===== src/rtl/boot_loader_pkg.sv =====
// Shared definitions for the instruction-memory boot loader: FSM states,
// default start-of-image byte and the image byte-order constants.
package boot_loader_pkg;

   typedef enum logic [2:0] {
      IDLE,
      LEN_HI,
      LEN_LO,
      DATA,
      CHK,
      DONE,
      ERR
   } boot_state_e;

   localparam logic [7:0]  DEFAULT_MAGIC  = 8'hA5;
   localparam int unsigned BYTES_PER_WORD = 4;
   localparam bit          LEN_MSB_FIRST  = 1'b1;
   localparam bit          WORD_MSB_FIRST = 1'b1;

endpackage


===== src/rtl/word_assembler.sv =====
// Packs accepted stream bytes into 32-bit words; word_valid_o and word_o are
// combinational on the accept of the last byte so the caller can register them.
module word_assembler
   import boot_loader_pkg::*;
(
   input  logic        clk,
   input  logic        rst_n,
   input  logic        take_i,
   input  logic [7:0]  byte_i,
   output logic        word_valid_o,
   output logic [31:0] word_o
);

   localparam int CNT_W = $clog2(BYTES_PER_WORD);

   logic [CNT_W-1:0] cnt_q, cnt_d;
   logic [23:0]      shift_q, shift_d;

   // Only the first three bytes are stored; the fourth is merged on the fly.
   always_comb begin
      cnt_d   = cnt_q;
      shift_d = shift_q;
      if (take_i) begin
         cnt_d   = cnt_q + CNT_W'(1);
         shift_d = WORD_MSB_FIRST ? {shift_q[15:0], byte_i} : {byte_i, shift_q[23:8]};
      end
   end

   assign word_valid_o = take_i && (cnt_q == CNT_W'(BYTES_PER_WORD - 1));
   assign word_o       = WORD_MSB_FIRST ? {shift_q, byte_i} : {byte_i, shift_q};

   always_ff @(posedge clk or negedge rst_n) begin
      if (!rst_n) begin
         cnt_q   <= '0;
         shift_q <= '0;
      end else begin
         cnt_q   <= cnt_d;
         shift_q <= shift_d;
      end
   end

endmodule


===== src/rtl/imem_boot_loader.sv =====
// Boot loader: parses MAGIC/length/words from a byte stream, writes imem and
// releases the core. Define BOOT_CHECKSUM_EN to require a trailing XOR byte.
module imem_boot_loader
   import boot_loader_pkg::*;
#(
   parameter int unsigned ADDR_W = 8,
   parameter logic [7:0]  MAGIC  = DEFAULT_MAGIC
)
(
   input  logic              clk,
   input  logic              rst_n,
   input  logic              rx_valid,
   input  logic [7:0]        rx_data,
   output logic              rx_ready,
   output logic              imem_we,
   output logic [ADDR_W-1:0] imem_addr,
   output logic [31:0]       imem_wdata,
   output logic              cpu_rst_n,
   output logic              boot_done,
   output logic              boot_err
);

`ifdef BOOT_CHECKSUM_EN
   localparam boot_state_e AFTER_DATA = CHK;
`else
   localparam boot_state_e AFTER_DATA = DONE;
`endif
   localparam logic [31:0] DEPTH = 32'd1 << ADDR_W;

   boot_state_e       state_q, state_d;
   logic [15:0]       len_q, len_d;
   logic [31:0]       len_full;
   logic [ADDR_W-1:0] idx_q, idx_d;

   logic              rx_ready_q;
   logic              imem_we_q;
   logic [ADDR_W-1:0] imem_addr_q;
   logic [31:0]       imem_wdata_q;
   logic              boot_done_q;
   logic              boot_err_q;
   logic              cpu_rst_n_q;

   logic              accept;
   logic              take;
   logic              word_valid;
   logic [31:0]       asm_word;

   assign accept = rx_valid && rx_ready_q;
   assign take   = accept && (state_q == DATA);

   word_assembler u_word_assembler (
      .clk          (clk),
      .rst_n        (rst_n),
      .take_i       (take),
      .byte_i       (rx_data),
      .word_valid_o (word_valid),
      .word_o       (asm_word)
   );

`ifdef BOOT_CHECKSUM_EN
   logic [7:0] chk_q, chk_d;

   always_comb begin
      chk_d = chk_q;
      if (accept && (state_q == LEN_HI || state_q == LEN_LO || state_q == DATA)) begin
         chk_d = chk_q ^ rx_data;
      end
   end

   always_ff @(posedge clk or negedge rst_n) begin
      if (!rst_n) begin
         chk_q <= '0;
      end else begin
         chk_q <= chk_d;
      end
   end
`endif

   always_comb begin
      state_d  = state_q;
      len_d    = len_q;
      idx_d    = idx_q;
      len_full = {16'd0, len_q};
      unique case (state_q)
         IDLE: begin
            if (accept && rx_data == MAGIC) state_d = LEN_HI;
         end
         LEN_HI: begin
            if (accept) begin
               if (LEN_MSB_FIRST) len_d[15:8] = rx_data;
               else               len_d[7:0]  = rx_data;
               state_d = LEN_LO;
            end
         end
         LEN_LO: begin
            if (accept) begin
               if (LEN_MSB_FIRST) len_d[7:0]  = rx_data;
               else               len_d[15:8] = rx_data;
               len_full = {16'd0, len_d};
               // Oversize images are refused before any write so idx never wraps.
               if (len_full > DEPTH)      state_d = ERR;
               else if (len_full == '0)   state_d = AFTER_DATA;
               else                       state_d = DATA;
            end
         end
         DATA: begin
            if (word_valid) begin
               if (32'(idx_q) + 32'd1 == len_full) state_d = AFTER_DATA;
               else                                idx_d   = idx_q + ADDR_W'(1);
            end
         end
         CHK: begin
`ifdef BOOT_CHECKSUM_EN
            if (accept) state_d = (rx_data == chk_q) ? DONE : ERR;
`endif
         end
         DONE, ERR: begin
         end
         default: state_d = IDLE;
      endcase
   end

   // cpu_rst_n trails boot_done by one edge so the last write retires first.
   always_ff @(posedge clk or negedge rst_n) begin
      if (!rst_n) begin
         state_q      <= IDLE;
         len_q        <= '0;
         idx_q        <= '0;
         rx_ready_q   <= 1'b0;
         imem_we_q    <= 1'b0;
         imem_addr_q  <= '0;
         imem_wdata_q <= '0;
         boot_done_q  <= 1'b0;
         boot_err_q   <= 1'b0;
         cpu_rst_n_q  <= 1'b0;
      end else begin
         state_q      <= state_d;
         len_q        <= len_d;
         idx_q        <= idx_d;
         rx_ready_q   <= !(state_d == DONE || state_d == ERR);
         imem_we_q    <= word_valid;
         if (word_valid) begin
            imem_addr_q  <= idx_q;
            imem_wdata_q <= asm_word;
         end
         boot_done_q  <= (state_d == DONE);
         boot_err_q   <= (state_d == ERR);
         cpu_rst_n_q  <= boot_done_q;
      end
   end

   assign rx_ready   = rx_ready_q;
   assign imem_we    = imem_we_q;
   assign imem_addr  = imem_addr_q;
   assign imem_wdata = imem_wdata_q;
   assign boot_done  = boot_done_q;
   assign boot_err   = boot_err_q;
   assign cpu_rst_n  = cpu_rst_n_q;

endmodule


===== config.mk =====
export PLATFORM = sky130hd
export DESIGN_NAME = imem_boot_loader
export DESIGN_NICKNAME = d
export VERILOG_FILES = /design/src/rtl/boot_loader_pkg.sv /design/src/rtl/word_assembler.sv /design/src/rtl/imem_boot_loader.sv
export SDC_FILE = /design/constraint.sdc
export NUM_CORES = 1
export LEC_CHECK = 0
export CORE_MARGIN = 2
export CORE_UTILIZATION = 49
export DETAILED_ROUTE_END_ITERATION = 7
export GPL_TIMING_DRIVEN = 0
export PLACE_DENSITY = 0.76
export SLEW_MARGIN = 30
export SYNTH_ARGS = -nofsm -noshare
export SYNTH_HDL_FRONTEND = slang
export SYNTH_SLANG_ARGS = --single-unit

===== constraint.sdc =====
create_clock -name clk -period 2.1 [get_ports clk]
set_input_delay 0.21 -clock clk [delete_from_list [all_inputs] [get_ports clk]]
set_output_delay 0.21 -clock clk [all_outputs]
set_load 0.1 [all_outputs]

==> results.ini <==
[setup_path]
r2r_cells=7
start_kind=flop
critical_path.max_fanout=4
reg2reg_setup_slack_ns=-0.11
end_kind=flop
r2r_start=len_q[15]
path_class=flop to flop
r2r-end=rx_ready
required_ns=2.34
cp.arrival_ns=2.45

[synth]
synth_flop_cell=dfrtp_1
syn_area_um2=4030
ys_async_sr_fraction=1.00
yosysTopAreaCell=dfrtp_1
synth_area_per_cell_um2=14.0
synth_area_leaders=dfrtp_1, mux2_2, xnor2_1
yosysSeqAreaShare=0.608
postSynthCellCount=289
synth_enable_flop_cells=0
synth_warnings=0
synth_cell_types=37
synth-seq-cells=98
syn-num-nets=302
netlist.area_leader.share=0.608

[detailed_routing]
wl_met3_um=254
num_vias=2563
first_pass_iters=4
drt_iter0_markers=87
wl_met1_mm=3.40
wl_mm=7.55
wl_met2_mm=3.84
antenna_left=0
via_per_inst=5.35
top_layer=met4
route.detailed.drc=0
wl_per_cell_um=15.8

[sta]
worst_pin_slew_ns=1.00
min_period_over_period=1.05
hold_viol=0
layout_setup_ws_ns=-0.108
fin_skew_ns=0.0104
hold_slack_ns=0.339
setup_viol=5
final_max_slew_viol_count=0
slew_headroom=0.330
fmax_mhz=453
tns_ns=-0.353
period_needed_ns=2.21
rsz0062_at_grt=true

[floorplan]
io_pins=56
dieArea_um2=8970
die_w_um=94.7
dieHeight_um=94.7
placeableCoreArea_um2=8090
initial_core_util=0.498
rows=33

[cts]
cts.sinks=98
numCtsBuffers=9
clk_latency_ns=0.35
htree_levels=3
path_clk_slew_ns=0.10
cts_tree=built
clockBufferDepth=2
ctsRootBufferMaster=clkbuf_8

[pwr]
vdd_ir_drop_max_v=0.000449
pwr-share-seq=0.545
p_switching_w=0.000909
comb_power_share=0.106
pwr-share-clk=0.349
switching_share=0.243
power.internal_w=0.00284
cellLeakagePower_nw=2.99
power_density_nw_per_um2=715

[global_routing]
grt_usage=0.177
first_global_vias=2517
grt_max_degree=53
antenna_found_initial=0
grt_overflow=0
grt_pass1_wl_mm=12.3

[final_layout]
drive_gt1_frac=0.350
fin_nets=383
antenna_cells=0
syn2layout_area_growth_pct=30.0
fillers=648
postLayoutCellArea_um2=5250
stdcell_count=479

[outcome]
status=complete, but fails checks
violations=negative setup slack

[run]
max-cap-violations=0

[placement]
io_buffers=55
dpl.cell_count=450
pre_cts_slack_ns=-0.465
hpwl_mm=5.10
placed_area_um2=4760
gp_congestion=0.888

[min_path]
min_path_type=primary input to asynchronous set/reset pin

-- how the worst max path moves through the flow --
stage	slack, ns	end	cells after the start	startpoint
detailed placement	-0.46	rx_ready	6	len_q[13]
finish	-0.11	rx_ready	7	len_q[15]
CTS	-0.26	rx_ready	7	len_q[14]
global placement	-3.31	rx_ready	1	rst_n
global route	-0.20	rx_ready	7	len_q[12]
floorplan	-0.13	rx_ready	6	len_q[13]
-- worst max-delay path, cell delays in order, from the launching register on --
cell and delay, ns:
dfrtp_1 0.38, or4_4 0.55, nor4_4 0.18, nand4b_1 0.19, a2111oi_4 0.24, buf_4 0.21, a221oi_4 0.09, a211o_1 0.26
-- metal layers --
metal | vias to the layer above | GRT usage
met5 | - | 0
met2 | 59 | 0.279
met4 | 0 | 0.0531
li1 | 1180 | -
met1 | 1316 | 0.249
met3 | 8 | 0.0375
-- final cells by class --
| cell class | count | area [um^2] | share of cell area |
|---|---|---|---|
| flip-flops and latches | 98 | 2460 | 0.469 |
| multi-input cells | 170 | 1580 | 0.301 |
| repair buffers | 72 | 778 | 0.148 |
| well taps | 105 | 131 | 0.0250 |
| clock buffers | 9 | 124 | 0.0236 |
| clock inverters | 6 | 90.1 | 0.0172 |
| plain buffers | 10 | 48.8 | 0.00930 |
| inverters | 9 | 36.3 | 0.00692 |
-- power groups by stage --
stage | combinational [W] | clock, W | sequential [W]
after floorplan | 0.000226 | 0 | 0.00211
after global placement | 0.000379 | 0 | 0.00208
after detailed placement | 0.000394 | 0 | 0.00208
after CTS | 0.000396 | 0.00134 | 0.00204
after global routing | 0.000430 | 0.00142 | 0.00205
final | 0.000398 | 0.00131 | 0.00204
-- cells in the mapped netlist (2+ instances only) --
cell / number
nor3b_1: 3
dfrtp_1: 98
nand2_1: 9
buf_2: 3
nand4_1: 2
nor3_1: 4
a211o_1: 2
nor2_1: 7
nor4_1: 5
nor2_2: 2
nand3_1: 12
o21ai_0: 9
a21oi_1: 3
ha_1: 2
inv_1: 8
xnor2_1: 11
xor2_1: 10
mux2_2: 73
clkbuf_1: 8
-- cell usage in the layout, fill, tap and decap left out, types with 2 or more instances in the layout --
cell,n
nand3_1,10
dlygate4sd2_1,2
xnor2_1,11
clkbuf_1,5
clkbuf_8,9
inv_1,8
mux2_2,73
nor2_1,6
a211o_1,2
a21oi_1,3
nand2_2,2
bufinv_16,2
dfrtp_2,2
clkdlybuf4s50_1,22
nand4_1,2
nand2_1,7
o21ai_0,9
nor4_1,4
dfrtp_1,95
nor3_1,3
nor2_4,2
nor3b_1,3
dlymetal6s2s_1,30
buf_2,2
buf_6,2
inv_6,2
buf_4,16
xor2_1,10
-- stage by stage --
stage	power, W	utilization
after floorplan	0.00234	-
after global placement	0.00246	0.584
after detailed placement	0.00247	0.588
after CTS	0.00378	0.625
after global routing	0.00390	0.648
final	0.00375	0.648
-- registers in the layout (all words and copies together), names as in the netlist, 2 cells and up --
name / flops
imem_wdata: 32
u_word_assembler.shift_q: 24
len_q: 16
idx_q: 8
imem_addr: 8
state_q: 3
u_word_assembler.cnt_q: 2
-- logic make-up (layout without fill, tap and decap cells) --
family,Yosys count,count (layout),share of synthesized area
flip-flops,98,98,0.608
multiplexers,74,74,0.207
AND/OR/NAND/NOR,52,52,0.0726
AO/OA/AOI/OAI,21,21,0.0406
XOR/XNOR,21,21,0.0456
buffers and inverters,21,106,0.0205
adder cells (fa/ha/maj),2,2,0.00620
-- what timing repair did --
action / in CTS / in global routing
resized for setup: 6 / 51
hold buffers: 1 / 0
setup endpoints to repair: 34 / 81
pin swaps: 8 / 8
cloned: 0 / 0
hold endpoints to repair: 46 / 0
buffers inserted: 8 / 7
Note: power is estimated with default switching activity, not from simulation.
